==> src/rtl/puf_ctrl_pkg.sv <==
`default_nettype none
// ============================================================================
// Module   : puf_ctrl_pkg
// Purpose  : Shared constants for the ring-oscillator PUF measurement
//            sequencer: default parameter values, FSM state encoding,
//            tie counter width and small elaboration-time helpers.
// Revision : 1.0 - initial release
// ============================================================================
package puf_ctrl_pkg;

    // Default parameter values for the sequencer
    localparam int c_DEF_SEL_W         = 5;
    localparam int c_DEF_CNT_W         = 8;
    localparam int c_DEF_RESP_BITS     = 8;
    localparam int c_DEF_CLR_CYCLES    = 2;
    localparam int c_DEF_WINDOW_CYCLES = 256;
    localparam int c_DEF_SETTLE_CYCLES = 4;

    // Width of the saturating tie counter
    localparam int c_TIE_W = 4;

    // Sequencer state encoding
    localparam int c_ST_W = 3;
    localparam logic [c_ST_W-1:0] c_ST_IDLE   = 3'd0;
    localparam logic [c_ST_W-1:0] c_ST_CLEAR  = 3'd1;
    localparam logic [c_ST_W-1:0] c_ST_RUN    = 3'd2;
    localparam logic [c_ST_W-1:0] c_ST_SETTLE = 3'd3;
    localparam logic [c_ST_W-1:0] c_ST_SAMPLE = 3'd4;
    localparam logic [c_ST_W-1:0] c_ST_DONE   = 3'd5;

    function automatic int max3(input int a, input int b, input int c);
        int m;
        m = (a > b) ? a : b;
        return (m > c) ? m : c;
    endfunction

    // The phase timer is loaded with (cycles-1), so clog2(cycles) bits suffice.
    function automatic int timer_width(input int max_cycles);
        return (max_cycles < 2) ? 1 : $clog2(max_cycles);
    endfunction

endpackage
`default_nettype wire

==> src/rtl/puf_phase_timer.sv <==
`default_nettype none
// ============================================================================
// Module   : puf_phase_timer
// Purpose  : Loadable down-counter shared by the CLEAR, RUN and SETTLE
//            phases. Loading value N-1 makes o_done rise in the N-th cycle
//            after the load edge.
// Ports    : clk, rst_n      - clock, asynchronous active-low reset
//            i_load          - load i_load_val on the next edge
//            i_load_val      - phase length minus one
//            o_done          - count has reached zero
// Revision : 1.0 - initial release
// ============================================================================
module puf_phase_timer #(
    parameter int WIDTH = 8
) (
    input  logic             clk,
    input  logic             rst_n,
    input  logic             i_load,
    input  logic [WIDTH-1:0] i_load_val,
    output logic             o_done
);

    logic [WIDTH-1:0] r_cnt;

    always_ff @(posedge clk or negedge rst_n) begin
        if (!rst_n) begin
            r_cnt <= '0;
        end else if (i_load) begin
            r_cnt <= i_load_val;
        end else if (r_cnt != '0) begin
            r_cnt <= r_cnt - WIDTH'(1);
        end
    end

    assign o_done = (r_cnt == '0);

endmodule
`default_nettype wire

==> src/rtl/puf_measure_ctrl.sv <==
`default_nettype none
// ============================================================================
// Module   : puf_measure_ctrl
// Purpose  : Ring-oscillator PUF measurement sequencer. For each response
//            bit it selects challenge+idx on both oscillator banks, clears
//            the counters, opens a timed enable window, lets the counters
//            settle, then compares the two counts into the response word.
// Ports    : clk, rst_n       - clock, asynchronous active-low reset
//            i_start          - begin a measurement (accepted only in IDLE)
//            i_abort          - cancel; back to IDLE without valid
//            i_challenge      - base challenge, latched on accepted start
//            i_cnt_a/i_cnt_b  - frozen bank counter values
//            o_osc_en         - oscillator enable to both banks
//            o_cnt_clr        - counter clear, active high
//            o_sel            - oscillator select to both banks
//            o_busy           - measurement in progress (through DONE)
//            o_valid          - one-cycle pulse, response complete
//            o_response       - response word, held until next start
//            o_tie_cnt        - saturating count of equal-count samples
// Revision : 1.0 - initial release
// ============================================================================
module puf_measure_ctrl
    import puf_ctrl_pkg::*;
#(
    parameter int SEL_W         = c_DEF_SEL_W,
    parameter int CNT_W         = c_DEF_CNT_W,
    parameter int RESP_BITS     = c_DEF_RESP_BITS,
    parameter int CLR_CYCLES    = c_DEF_CLR_CYCLES,
    parameter int WINDOW_CYCLES = c_DEF_WINDOW_CYCLES,
    parameter int SETTLE_CYCLES = c_DEF_SETTLE_CYCLES
) (
    input  logic                 clk,
    input  logic                 rst_n,
    input  logic                 i_start,
    input  logic                 i_abort,
    input  logic [SEL_W-1:0]     i_challenge,
    input  logic [CNT_W-1:0]     i_cnt_a,
    input  logic [CNT_W-1:0]     i_cnt_b,
    output logic                 o_osc_en,
    output logic                 o_cnt_clr,
    output logic [SEL_W-1:0]     o_sel,
    output logic                 o_busy,
    output logic                 o_valid,
    output logic [RESP_BITS-1:0] o_response,
    output logic [c_TIE_W-1:0]   o_tie_cnt
);

    localparam int c_IDX_W = (RESP_BITS > 1) ? $clog2(RESP_BITS) : 1;
    localparam int c_TMR_W = timer_width(max3(CLR_CYCLES, WINDOW_CYCLES, SETTLE_CYCLES));
    localparam logic [c_IDX_W-1:0] c_LAST_IDX = c_IDX_W'(RESP_BITS - 1);
    localparam logic [c_TIE_W-1:0] c_TIE_MAX  = '1;

    logic [c_ST_W-1:0]    r_state;
    logic [c_ST_W-1:0]    w_state_nxt;
    logic [SEL_W-1:0]     r_chal;
    logic [SEL_W-1:0]     r_sel;
    logic [c_IDX_W-1:0]   r_idx;
    logic [c_IDX_W-1:0]   w_idx_inc;
    logic [RESP_BITS-1:0] r_resp;
    logic [c_TIE_W-1:0]   r_tie;
    logic                 r_osc_en;
    logic                 r_cnt_clr;
    logic                 r_busy;
    logic                 r_valid;
    logic                 w_accept;
    logic                 w_sample;
    logic                 w_tmr_done;
    logic                 w_tmr_load;
    logic [c_TMR_W-1:0]   w_tmr_val;

    // abort beats start in IDLE, and beats the sample write in SAMPLE
    assign w_accept  = (r_state == c_ST_IDLE) && i_start && !i_abort;
    assign w_sample  = (r_state == c_ST_SAMPLE) && !i_abort;
    assign w_idx_inc = r_idx + c_IDX_W'(1);

    always_comb begin
        w_state_nxt = r_state;
        case (r_state)
            c_ST_IDLE:   if (w_accept)   w_state_nxt = c_ST_CLEAR;
            c_ST_CLEAR:  if (w_tmr_done) w_state_nxt = c_ST_RUN;
            c_ST_RUN:    if (w_tmr_done) w_state_nxt = c_ST_SETTLE;
            c_ST_SETTLE: if (w_tmr_done) w_state_nxt = c_ST_SAMPLE;
            c_ST_SAMPLE: w_state_nxt = (r_idx == c_LAST_IDX) ? c_ST_DONE : c_ST_CLEAR;
            c_ST_DONE:   w_state_nxt = c_ST_IDLE;
            default:     w_state_nxt = c_ST_IDLE;
        endcase
        if (i_abort) begin
            w_state_nxt = c_ST_IDLE;
        end
    end

    // Every state change reloads the timer; only the timed phases care
    // about the value, the others simply load zero.
    always_comb begin
        w_tmr_load = (w_state_nxt != r_state);
        case (w_state_nxt)
            c_ST_CLEAR:  w_tmr_val = c_TMR_W'(CLR_CYCLES - 1);
            c_ST_RUN:    w_tmr_val = c_TMR_W'(WINDOW_CYCLES - 1);
            c_ST_SETTLE: w_tmr_val = c_TMR_W'(SETTLE_CYCLES - 1);
            default:     w_tmr_val = '0;
        endcase
    end

    puf_phase_timer #(
        .WIDTH      (c_TMR_W)
    ) u_phase_timer (
        .clk        (clk),
        .rst_n      (rst_n),
        .i_load     (w_tmr_load),
        .i_load_val (w_tmr_val),
        .o_done     (w_tmr_done)
    );

    // Outputs are registered from the next state so they line up exactly
    // with the state they describe.
    always_ff @(posedge clk or negedge rst_n) begin
        if (!rst_n) begin
            r_state   <= c_ST_IDLE;
            r_chal    <= '0;
            r_sel     <= '0;
            r_idx     <= '0;
            r_resp    <= '0;
            r_tie     <= '0;
            r_osc_en  <= 1'b0;
            r_cnt_clr <= 1'b0;
            r_busy    <= 1'b0;
            r_valid   <= 1'b0;
        end else begin
            r_state   <= w_state_nxt;
            r_osc_en  <= (w_state_nxt == c_ST_RUN);
            r_cnt_clr <= (w_state_nxt == c_ST_CLEAR);
            r_busy    <= (w_state_nxt != c_ST_IDLE);
            r_valid   <= (w_state_nxt == c_ST_DONE);

            if (w_accept) begin
                r_chal <= i_challenge;
                r_sel  <= i_challenge;
                r_idx  <= '0;
                r_resp <= '0;
                r_tie  <= '0;
            end

            if (w_sample) begin
                r_resp[r_idx] <= (i_cnt_a > i_cnt_b);
                if ((i_cnt_a == i_cnt_b) && (r_tie != c_TIE_MAX)) begin
                    r_tie <= r_tie + c_TIE_W'(1);
                end
                if (r_idx != c_LAST_IDX) begin
                    r_idx <= w_idx_inc;
                    // select wraps modulo 2^SEL_W by truncation
                    r_sel <= r_chal + SEL_W'(w_idx_inc);
                end
            end
        end
    end

    assign o_osc_en   = r_osc_en;
    assign o_cnt_clr  = r_cnt_clr;
    assign o_sel      = r_sel;
    assign o_busy     = r_busy;
    assign o_valid    = r_valid;
    assign o_response = r_resp;
    assign o_tie_cnt  = r_tie;

endmodule
`default_nettype wire

==> config.mk <==
export PLATFORM = sky130hd
export DESIGN_NAME = puf_measure_ctrl
export DESIGN_NICKNAME = d
export VERILOG_FILES = /design/src/rtl/puf_ctrl_pkg.sv /design/src/rtl/puf_phase_timer.sv /design/src/rtl/puf_measure_ctrl.sv
export SDC_FILE = /design/constraint.sdc
export NUM_CORES = 1
export LEC_CHECK = 0
export CAP_MARGIN = 0
export CORE_ASPECT_RATIO = 1.4
export CORE_UTILIZATION = 62
export CTS_CLUSTER_SIZE = 40
export DETAILED_ROUTE_END_ITERATION = 10
export DONT_BUFFER_PORTS = 1
export GPL_ROUTABILITY_DRIVEN = 0
export GPL_TIMING_DRIVEN = 0
export PLACE_DENSITY = 0.81
export SLEW_MARGIN = 0
export SYNTH_ARGS = -nofsm -noshare
export SYNTH_HDL_FRONTEND = slang
export SYNTH_HIERARCHICAL = 1
export SYNTH_SLANG_ARGS = --single-unit
==> constraint.sdc <==
create_clock -name clk -period 3.5 [get_ports clk]
set_clock_uncertainty 0.2 [all_clocks]
set_input_delay 0.35 -clock clk [delete_from_list [all_inputs] [get_ports clk]]
set_output_delay 0.35 -clock clk [all_outputs]
set_load 0.01 [all_outputs]
### Word-level counts from Yosys, hierarchy flattened

Cells that the tools add are included.

| cells by class | value |
|---|---|
| add/sub/neg operators | 4 |
| magnitude comparators | 3 |
| equal/unequal tests | 13 |
| mux-type cells | 24 |
| reductions and logical operators | 11 |

Operator list:

| operator | number |
|---|---|
| $mux W8 | 4 |
| $mux W3 | 9 |
| $pmux W8 S3 | 1 |
| $mux W5 | 3 |
| $pmux W3 S5 | 1 |
| $eq A3 B2 Y1 const B | 4 |
| $mux W4 | 3 |
| $eq A3 B3 Y1 const B | 3 |
| $bwmux W8 | 1 |
| $eq A8 B8 Y1 | 1 |
| $gt A8 B8 Y1 | 1 |
| $logic_not A8 Y1 | 1 |
| $reduce_bool A8 Y1 | 1 |
| $sub A8 B1 Y8 const B | 1 |
| $eq A3 B1 Y1 const B | 2 |
| $add A5 B3 Y5 | 1 |
| $logic_and A1 B1 Y1 | 5 |
| $add A4 B1 Y4 const B | 1 |
| $lt A3 B4 Y1 const B | 1 |
| $ne A4 B4 Y1 const B | 1 |
| $add A3 B1 Y3 const B | 1 |
| $demux W1 S3 | 1 |
| $ge A3 B1 Y1 const B | 1 |
| $logic_not A3 Y1 | 1 |
| 6 further kinds | 6 |

| storage, ports and cells | value |
|---|---|
| bits in registers | 40 |
| input bits | 25 |
| output and inout bits | 21 |
| word-level logic and storage cells | 66 |

### Longest topological paths before layout

Gate-level depths: netlist (run 1).

| depth | value |
|---|---|
| depth after elaboration | 9 |
| mapped depth | 13 |
| mapped depth without buffers | 12 |

### Cells and area by module

Netlist (run 1), hierarchy kept.

Modules (own cells, without submodules):

| module | instances | cells an instance | area an instance (um^2) | sequential area each (um^2) |
|---|---|---|---|---|
| puf_measure_ctrl | 1 | 186 | 1,825.5 | 800.8 |
| puf_phase_timer | 1 | 54 | 476.7 | 200.2 |

### Least setup slack after synthesis (run 1)

Ideal clock, no wire load.

| timing | value |
|---|---|
| path kind | register to register |
| start | reg u_phase_timer.r_cnt[0] |
| end | reg u_phase_timer.r_cnt[4] |
| arrival time | 2.614 ns |
| data required time | 3.221 ns |
| setup slack | 0.606 ns |
| cell stages (with the launch flop) | 12 |
| path buffers | 2 |
| clock period less this slack | 2.894 ns |
| cells stage by stage | dfrtp_1 -> inv_1 -> ha_1 -> or3b_1 -> clkbuf_2 -> nor2_1 -> nand2b_1 -> a2111oi_0 -> or3_1 -> dlygate4sd1_1 -> a21oi_1 -> a2bb2oi_1 |

RTL lines:

| element | RTL line | text |
|---|---|---|
| from (decl) | puf_phase_timer.sv:23 | `logic [WIDTH-1:0] r_cnt;` |
| from (signal assigned) | puf_phase_timer.sv:29 | `r_cnt <= i_load_val;` |
| from (signal assigned) | puf_phase_timer.sv:31 | `r_cnt <= r_cnt - WIDTH'(1);` |
| $logic_not A8 Y1 (*) | puf_phase_timer.sv:35 | `assign o_done = (r_cnt == '0);` |
| named net w_tmr_done | puf_measure_ctrl.sv:67 | `logic w_tmr_done;` |
| $mux W3, on equally long branches | puf_measure_ctrl.sv:82, puf_measure_ctrl.sv:80, puf_measure_ctrl.sv:81 |  |
| $pmux W3 S5 (*) | puf_measure_ctrl.sv:78 | `case (r_state)` |
| $mux W3 (*) | puf_measure_ctrl.sv:87 | `if (i_abort) begin` |
| $ne A3 B3 Y1 (*) | puf_measure_ctrl.sv:95 | `w_tmr_load = (w_state_nxt != r_state);` |
| named net w_tmr_load | puf_measure_ctrl.sv:68 | `logic w_tmr_load;` |
| $mux W8 or $reduce_bool A2 Y1 (tied branches) | -- |  |

The timed path passes the listed nets; every way through them passes the cells marked *. The select of a mux whose other input is x is not followed.
A chain may end at the register's enable or synchronous reset.

### Worst setup path in the final report (run 1)

| timing | value |
|---|---|
| start | reg u_phase_timer.r_cnt[0] |
| end | reg u_phase_timer.r_cnt[5] |

| on the way | value |
|---|---|
| word-level cells in the longest chain between the ends | 7 |

RTL lines:

| element | RTL line | text |
|---|---|---|
| $logic_not A8 Y1 (*) | puf_phase_timer.sv:35 |  |
| named net w_tmr_done | puf_measure_ctrl.sv:67 |  |
| $mux W3, on equally long branches | puf_measure_ctrl.sv:82, puf_measure_ctrl.sv:80, puf_measure_ctrl.sv:81 |  |
| $pmux W3 S5 (*) | puf_measure_ctrl.sv:78 |  |
| $mux W3 (*) | puf_measure_ctrl.sv:87 |  |
| $eq A3 B2 Y1 or $eq A3 B1 Y1 (tied branches) | puf_measure_ctrl.sv:96 | `case (w_state_nxt)` |
| $pmux W8 S3 | puf_measure_ctrl.sv:96 |  |
| $mux W8 | puf_phase_timer.sv:28 | `end else if (i_load) begin` |

Marked as above.

==> summary.md, run 1 <==
| Metric | Value |
|---|---|
| Fin Setup TNS | `0 ns` |
| HP Class | `input pin to flop` |
| Peak supply drop | `0.0004606 V` |
| Synth Area per Inst | `9.593 sq um` |
| Post-synth EDFFs | `0` |
| Routed len/inst | `15.72 um` |
| Hold depth | `2` |
| Via density | `6.373` |
| Final ANT Viol Nets | `0` |
| Routed wire length | `4.638 mm` |
| CTS Buf Count | `5` |
| Worst hold path startpoint | `i_challenge[2]` |
| Max Slew Vio Count | `0` |
| Vias in the first global route | `1756` |
| Post-CTS setup repair buffer count | `0` |
| Maximum root-to-sink buffer count | `2` |
| Worst R2R Path Depth | `11` |
| Slowest cell on crit path | `nor2_1` |
| Setup violators final | `0` |
| CP Launch Type | `flop` |
| Combinational Power Share | `0.299` |
| Prevailing post-synth register cell | `dfrtp_1` |
| Critical Path Fanout Max | `8` |
| Largest net degree at the start of global routing | `41` |
| Critical Path Sink Type | `flop` |
| CTS tree | `done` |
| GR peak layer | `met2` |
| DRC errors left | `0` |
| Fin crit period | `3.174 ns` |
| Global route overflow | `0` |
| Worst-Margin Slew | `0.9002 ns` |
| DR vias | `1880` |
| Switching pwr | `0.0005266 W` |
| Nets | `295` |
| Layout Area Growth over Synthesis | `10.65%` |
| Sequential share of power | `0.436` |
| PD cells | `583.6 mW/mm^2` |
| CP most frequent cell | `nor2_1` |
| DP Worst Slack | `0.001489 ns` |
| Die W | `53.50 um` |
| Yosys cell types | `51` |
| CTS root buf | `clkbuf_8` |
| FF-to-FF End | `u_phase_timer/r_cnt[5]` |
| Crit path DAT | `3.18 ns` |
| Met3 usage | `0.06135` |
| Synth warnings | `6` |
| Initial Util | `0.6631` |
| CP max stage delay | `0.45 ns` |
| Core region area | `0.003472 sq mm` |
| CTS H-tree lvls | `2` |
| RSZ-0062 raised after global routing | `no` |
| Final Non-Filler Cells | `295` |
| Post-Syn Nets | `281` |
| CP Class | `flop to flop` |
| Die H | `74.10 um` |
| Ys async rst share | `1.000` |
| Hold EP | `o_sel[2]` |
| Final Total Pwr | `0.001487 W` |
| Switch share | `0.3542` |
| Inserted Diodes | `0` |
| Reg-to-reg setup timing slack | `0.33 ns` |
| Placed Cells | `280` |
| Die area | `0.003964 sq mm` |
| Setup slack after layout | `0.3265 ns` |
| CP Launch Point | `u_phase_timer/r_cnt[0]` |
| Relative slew slack | `0.3980` |
| RR Startpoint | `u_phase_timer/r_cnt[0]` |
| Final Hold Vio Count | `0` |
| Hold_ws | `0.05976 ns` |
| First DRT Iteration DRCs | `74` |
| Synthesized flop and latch total | `40` |
| Met1 Track Usage GR | `0.3157` |
| Mapped Area | `0.002302 sq mm` |
| CTS clock-pin slew for the worst setup and hold paths | `0.08 ns` |
| Layout cell share with drive strength beyond 1 | `0.1098` |
| Total GRT Usage | `0.2630` |
| DP HPWL | `3.167 mm` |
| First-pass GRT wire length | `7.534 mm` |
| Clk sinks | `40` |
| Fin crit share | `0.9067` |
| Max-Cap Viols | `0` |
| Worst-path cell chain | `inv_1 > ha_1 > or3b_1 > clkbuf_2 > nor2_2 > nand2_1 > xor2_1 > nand2b_1 > nor2_1 > nor2_1 > a221oi_1` |
| Rows | `25` |
| Detailed Routing Iterations Pass 1 | `4` |
| Max frequency | `315.1 MHz` |
| Outcome | `completed` |
| Leak | `1.171 nW` |
| Port bufs | `0` |
| Clk network pwr share | `0.265` |
| CP Data Required Time | `3.51 ns` |
| Cell Int Power | `0.0009600 W` |
| Sequential area share after synthesis | `0.4348` |
| M2 GR Usage | `0.4264` |
| Skew-Pair Late Insertion Delay | `0.30 ns` |
| Boundary pin count | `46` |
| Post-Syn Instances | `240` |
| Initial antenna violation count | `0` |
## power by group through the flow
stage          sequential (W)  clock, W  combinational (W)
6_report             0.000648  0.000394           0.000445
5_1_grt              0.000660  0.000419           0.000498
4_1_cts              0.000644  0.000400           0.000441
3_5_place_dp         0.000650         0           0.000417
3_3_place_gp         0.000647         0           0.000401
2_1_floorplan        0.000629         0           0.000343
## cell usage in the layout, fill, tap and decap left out, types with 6 or more instances in the layout
cell type and n:
dlygate4sd3_1 6, o21ai_0 21, nand3_1 19, dfrtp_1 40, inv_1 21, mux2_2 7, nand2_1 12, a21oi_1 11
nor2_1 17, ha_1 15
## through the flow
| step | util | area, sq um |
|---|---|---|
| 6_report | 0.7337 | 2547 |
| 5_1_grt | 0.7337 | 2547 |
| 4_1_cts | 0.7348 | 2551 |
| 3_5_place_dp | 0.6775 | 2352 |
| 3_3_place_gp | 0.6775 | 2352 |
| 2_1_floorplan | - | 2302 |
## Yosys cell counts, drive strengths merged, types with 2 or more instances
cell / n / area share
nand2b: 2 / 0.0054
nand2: 12 / 0.020
o31ai: 5 / 0.016
inv: 21 / 0.034
nand4: 5 / 0.014
clkbuf: 2 / 0.0038
nand3: 20 / 0.049
a22o: 2 / 0.0076
nor2: 18 / 0.029
mux2i: 4 / 0.017
a21boi: 2 / 0.0065
o21ai: 21 / 0.046
xnor2: 4 / 0.015
dfrtp: 40 / 0.43
a211oi: 2 / 0.0065
o211ai: 2 / 0.0065
nor3: 5 / 0.011
nor2b: 4 / 0.011
or4: 2 / 0.0065
o31a: 2 / 0.0076
ha: 15 / 0.082
mux2: 7 / 0.034
or3: 3 / 0.0082
buf: 6 / 0.016
a21oi: 11 / 0.024
nor4: 2 / 0.0054
## cell families after synthesis
family,after synthesis,share of synthesized area
xor+xnor,5,0.01902
buf+inv,30,0.05761
flops,40,0.4348
simple gates,80,0.1875
mux,11,0.05163
fa+ha+maj,16,0.09022
compound gates,58,0.1593
## what timing repair did
item	in CTS	in global routing
resized for setup	1	1
hold buffers	7	0
setup endpoints to repair	5	6
pin swaps	0	0
endpoints found under the hold margin	45	0
## final cells by class
class	count	area [sq um]
clock inverters	3	47.55
inverters	21	78.83
repair buffers	7	80.08
well taps	40	50.05
clock buffers	5	68.82
multi-input cells	170	1171
flip-flops and latches	40	1001
plain buffers	9	50.05
fillers	266	924.6
## how the worst max path moves through the flow
| stage | end | depth (start not counted) |
|---|---|---|
| after floorplan | u_phase_timer/r_cnt[4] | 11 |
| after global placement | u_phase_timer/r_cnt[1] | 11 |
| after detailed placement | u_phase_timer/r_cnt[4] | 11 |
| after CTS | u_phase_timer/r_cnt[4] | 11 |
| after global routing | u_phase_timer/r_cnt[5] | 11 |
| final | u_phase_timer/r_cnt[5] | 11 |
## critical path: cells and delay by family, from the launching register on
kind | cells | cell delay [ns]
compound gates | 1 | 0.22
xor+xnor | 1 | 0.16
fa+ha+maj | 1 | 0.23
buf+inv | 2 | 0.27
flops | 1 | 0.43
simple gates | 6 | 1.55
## state kept, by name, summed over array words and instances (netlist names)
register,cells
o_response,8
r_idx,3
r_chal,5
o_cnt_clr,1
u_phase_timer/r_cnt,8
o_osc_en,1
o_busy,1
o_sel,5
o_tie_cnt,4
r_state,3
o_valid,1
## metal layers
metal  vias up  wire [um]
met5         -          0
met4         0        156
met3        16        219
met2        64       2366
met1       904       1897
li1        896          -
(Power assumes the default switching activity.)
==> run 2: changes to the inputs <==
==> constraint.sdc (replaced) <==
create_clock -name clk -period 3.95 [get_ports clk]
set_clock_uncertainty 0.2 [all_clocks]
set_input_delay 0.395 -clock clk [delete_from_list [all_inputs] [get_ports clk]]
set_output_delay 0.395 -clock clk [all_outputs]
set_load 0.01 [all_outputs]
==> summary.md, run 2 (synthesis results as in run 1) <==
| Metric | Value |
|---|---|
| Detailed Routing Iterations Pass 1 | `4` |
| Most common cell after layout, fill and taps aside | `dfrtp_1` |
| Vias in the first global route | `1709` |
| Setup violators final | `0` |
| Die area | `0.003964 sq mm` |
| Fin util | `0.7196` |
| Port bufs | `0` |
| Largest net degree at the start of global routing | `41` |
| Max frequency | `285.1 MHz` |
| Setup slack after layout | `0.4423 ns` |
| Boundary pin count | `46` |
| Leak | `1.152 nW` |
| Crit path DAT | `3.54 ns` |
| First DRT Iteration DRCs | `65` |
| Global route overflow | `0` |
| Die W | `53.50 um` |
| Worst-path cell chain | `inv_1 > ha_1 > or3b_1 > clkbuf_2 > nor2_1 > nand2b_1 > a2111oi_0 > or3_1 > dlygate4sd1_1 > a21oi_1 > a2bb2oi_1` |
| CTS tree | `done` |
| Layout Area Growth over Synthesis | `8.533%` |
| Routed len/inst | `15.74 um` |
| Core region area | `0.003472 sq mm` |
| Initial antenna violation count | `0` |
| Layout cell share with drive strength beyond 1 | `0.1040` |
| Multi-input logic area | `0.001169 sq mm` |
| Critical Path Fanout Max | `10` |
| Max Slew Vio Count | `0` |
| Register area | `0.001001 sq mm` |
| CTS Buf Count | `5` |
| Rows | `25` |
| Final Hold Vio Count | `0` |
| Maximum root-to-sink buffer count | `2` |
| Final ANT Viol Nets | `0` |
| Critical Path Sink Type | `flop` |
| PD cells | `523.3 mW/mm^2` |
| CP max stage delay | `0.48 ns` |
| RSZ-0062 raised after global routing | `no` |
| Inserted Diodes | `0` |
| Routed wire length | `4.566 mm` |
| CTS clock-pin slew for the worst setup and hold paths | `0.08 ns` |
| Max-Cap Viols | `0` |
| Relative slew slack | `0.3940` |
| CP Data Required Time | `3.98 ns` |
| Post-CTS setup repair buffer count | `0` |
| Skew-Pair Late Insertion Delay | `0.30 ns` |
| CP Launch Type | `flop` |
| Via density | `6.324` |
| CTS root buf | `clkbuf_8` |
| Most frequent cells in the layout | `dfrtp_1 (40), inv_1 (21), o21ai_0 (21)` |
| DRC errors left | `0` |
| First-pass GRT wire length | `7.396 mm` |
| DP HPWL | `3.167 mm` |
| Worst-Margin Slew | `0.9062 ns` |
| Nets | `290` |
| Fin crit period | `3.508 ns` |
| Peak supply drop | `0.0004061 V` |
| DR vias | `1834` |
| Initial Util | `0.6631` |
| Outcome | `completed` |
| Slowest cell on crit path | `a2111oi_0` |
| Fin Setup TNS | `0 ns` |
| Placed Cells | `280` |
| Fin crit share | `0.8880` |
| Fill count | `275` |
| Final Non-Filler Cells | `290` |
| CP Class | `flop to flop` |
| CTS H-tree lvls | `2` |
| Total GRT Usage | `0.2577` |
| Clk sinks | `40` |
| Die H | `74.10 um` |
| DP Worst Slack | `0.4515 ns` |
| HP Class | `input pin to flop` |
[run 2: cell count changes in the layout (fill, tap and decap cells not counted), sizes merged]
cell / delta
dlygate4sd1: +1
clkbuf: -1
dlygate4sd3: -5
[run 2: timing repair]
| action | 4_1_cts | 5_1_grt |
|---|---|---|
| hold buffers | 2 | 0 |
| hold endpoints to repair | 40 | 0 |
| resized for setup | 0 | 0 |
[run 2: worst paths after layout]
| path | start | to | slack [ns] | cells past startpoint |
|---|---|---|---|---|
| hold / removal | i_challenge[1] | r_chal[1] | 0.04 | 1 |
| setup reg to reg | u_phase_timer/r_cnt[0] | u_phase_timer/r_cnt[4] | 0.44 | 11 |
| setup / recovery | u_phase_timer/r_cnt[0] | u_phase_timer/r_cnt[4] | 0.44 | 11 |
| min in group asynchronous | rst_n | o_tie_cnt[0] | 0.35 | 2 |
| hold reg to reg | r_chal[2] | r_chal[2] | 0.33 | 1 |
| max in group asynchronous | rst_n | r_state[0] | 2.99 | 2 |
[run 2: per-layer routing]
| layer | track usage | wire length (um) | up-vias |
|---|---|---|---|
| met5 | 0 | 0 | - |
| met4 | 0.1316 | 125 | 0 |
| met3 | 0.06544 | 249 | 15 |
| met2 | 0.4222 | 2341 | 59 |
| met1 | 0.3069 | 1850 | 876 |
| li1 | - | - | 884 |
[run 2: layout make-up]
type	count	share of cell area
Timing Repair Buffer	2	0.01202
Clock buffer	5	0.02754
Tap cell	40	0.02003
Buffer	9	0.02153
Inverter	21	0.03155
Clock inverter	3	0.01903
Multi-Input combinational cell	170	0.4677
Sequential cell	40	0.4006
[run 2: through the flow]
stage / hold WS (ns) / area (sq um) / total power [W]
finish: 0.03958 / 2499 / 0.001307
global route: 0.03416 / 2499 / 0.001389
CTS: 0.03265 / 2499 / 0.001308
detailed placement: -0.09898 / 2352 / 0.0009453
global placement: -0.09917 / 2352 / 0.0009291
floorplan: -0.1006 / 2302 / 0.0008618
[run 2: power breakdown]
part,internal (W),switching [W]
combinational,0.000173,0.000214
clock,0.000190,0.000160
sequential,0.000484,0.0000865
[run 2: worst max-delay path: cells and delay by family (launching register included)]
family                   cells  cell delay, ns
AND/OR/NAND/NOR              4            1.19
flip-flops                   1            0.42
buffers and inverters        3            0.69
adder cells (fa/ha/maj)      1            0.23
AO/OA/AOI/OAI                3            0.69
==> run 3: changes to the inputs <==
--- a/config.mk
+++ b/config.mk
@@ -8,11 +8,11 @@
 export CAP_MARGIN = 0
 export CORE_ASPECT_RATIO = 1.4
 export CORE_UTILIZATION = 62
+export CTS_CLUSTER_DIAMETER = 100
 export CTS_CLUSTER_SIZE = 40
 export DETAILED_ROUTE_END_ITERATION = 10
 export DONT_BUFFER_PORTS = 1
 export GPL_ROUTABILITY_DRIVEN = 0
-export GPL_TIMING_DRIVEN = 0
 export PLACE_DENSITY = 0.81
 export SLEW_MARGIN = 0
 export SYNTH_ARGS = -nofsm -noshare
==> summary.md, run 3 (synthesis results as in run 1) <==
| Metric | Value |
|---|---|
| Outcome | `completed` |
| Crit path DAT | `3.29 ns` |
| Final Hold Vio Count | `0` |
| Critical Path Sink Type | `flop` |
| Final ANT Viol Nets | `0` |
| Routed len/inst | `15.10 um` |
| Largest net degree at the start of global routing | `41` |
| Peak supply drop | `0.0003601 V` |
| Port bufs | `0` |
| DP Worst Slack | `0.6533 ns` |
| RSZ-0062 raised after global routing | `no` |
| CTS root buf | `clkbuf_8` |
| Register area | `0.001001 sq mm` |
| Die H | `74.10 um` |
| CTS Buf Count | `5` |
| DP HPWL | `3.019 mm` |
| Most frequent cells in the layout | `dfrtp_1 (40), inv_1 (21), o21ai_0 (21)` |
| Post-CTS setup repair buffer count | `0` |
| CTS H-tree lvls | `2` |
| Multi-input logic area | `0.001169 sq mm` |
| Vias in the first global route | `1649` |
| CP Class | `flop to flop` |
| Uppermost routed layer | `met4` |
| Inserted Diodes | `0` |
| CTS tree | `done` |
| Initial antenna violation count | `0` |
| Layout cell share with drive strength beyond 1 | `0.08230` |
| CP Data Required Time | `3.91 ns` |
| Skew-Pair Late Insertion Delay | `0.30 ns` |
| Fin crit share | `0.8430` |
| Via density | `6.290` |
| Most common cell after layout, fill and taps aside | `dfrtp_1` |
| Die W | `53.50 um` |
| PD cells | `524.2 mW/mm^2` |
| Wl on met1 | `1.835 mm` |
| CP most frequent cell | `inv_1` |
| Fin crit period | `3.330 ns` |
| Met3 WL | `235 um` |
| Global route overflow | `0` |
| Die area | `0.003964 sq mm` |
| First-pass GRT wire length | `6.727 mm` |
| DRC errors left | `0` |
| Layout Area Growth over Synthesis | `7.174%` |
| Max frequency | `300.3 MHz` |
| Boundary pin count | `46` |
| Critical Path Fanout Max | `13` |
| Fill count | `262` |
| Clk sinks | `40` |
| HP Class | `input pin to flop` |
| DR vias | `1780` |
| Fin util | `0.7106` |
| Setup slack after layout | `0.6201 ns` |
| Setup violators final | `0` |
| Total GRT Usage | `0.2376` |
| Hold_buf cts | `3` |
| Worst-path cell chain | `inv_1 > ha_1 > or3b_1 > nor2_1 > nand2b_1 > a2111oi_0 > or3_1 > inv_1 > o311ai_0 > nand3_1` |
| Worst-Margin Slew | `0.8485 ns` |
| Detailed Routing Iterations Pass 1 | `4` |
| Nets | `283` |
| CTS clock-pin slew for the worst setup and hold paths | `0.08 ns` |
| Slowest cell on crit path | `or3b_1` |
| Post_cts resized | `0` |
| Leak | `1.124 nW` |
| Initial Util | `0.6631` |
| CP Launch Type | `flop` |
| Core region area | `0.003472 sq mm` |
| Fin Setup TNS | `0 ns` |
| Relative slew slack | `0.4326` |
| Maximum root-to-sink buffer count | `2` |
| Max Slew Vio Count | `0` |
| Rows | `25` |
| CP max stage delay | `0.47 ns` |
| Routed wl met2 | `2.123 mm` |
| First DRT Iteration DRCs | `65` |
| Routed wire length | `4.272 mm` |
| Max-Cap Viols | `0` |
[run 3: where the power goes]
group | total [W] | switching, W | internal, W
clock network | 0.000355 | 0.000148 | 0.000207
registers | 0.000579 | 0.0000941 | 0.000485
logic | 0.000360 | 0.000197 | 0.000163
[run 3: critical path: cells and delay by family (launching register included)]
kind | cells | cell delay, ns
AO/OA/AOI/OAI | 2 | 0.54
buffers and inverters | 2 | 0.27
AND/OR/NAND/NOR | 5 | 1.58
flip-flops | 1 | 0.42
adder cells (fa/ha/maj) | 1 | 0.20
[run 3: stage by stage]
step,power [W],hold slack (ns),instances,area (sq um)
after global placement,0.0009196,-0.09966,272,2306
after detailed placement,0.0009291,-0.09962,272,2306
after CTS,0.001295,0.03905,283,2467
after floorplan,0.0008618,-0.1006,240,2302
after global routing,0.001373,0.03499,283,2467
final,0.001293,0.04856,283,2467
[run 3: layout make-up]
class | instances | share of cell area
clock buffers | 6 | 0.03347
clock inverters | 2 | 0.01572
inverters | 21 | 0.03195
multi-input cells | 170 | 0.4736
flip-flops and latches | 40 | 0.4057
well taps | 40 | 0.02028
repair buffers | 4 | 0.01927
[run 3: per-layer routing]
metal / up-vias / GRT usage
met3: 8 / 0.07157
li1: 871 / -
met5: - / 0
met1: 841 / 0.2701
met2: 60 / 0.3931
met4: 0 / 0.1257
[run 3: worst paths after layout]
check	cells past startpoint	from	slack [ns]	to
min in group asynchronous	2	rst_n	0.40	r_idx[1]
worst min register to register	1	r_chal[2]	0.33	r_chal[2]
worst min-delay path	1	i_challenge[2]	0.05	r_chal[2]
worst max register to register	10	u_phase_timer/r_cnt[0]	0.62	u_phase_timer/r_cnt[6]
max in group asynchronous	2	rst_n	2.94	u_phase_timer/r_cnt[5]
worst max-delay path	10	u_phase_timer/r_cnt[0]	0.62	u_phase_timer/r_cnt[6]
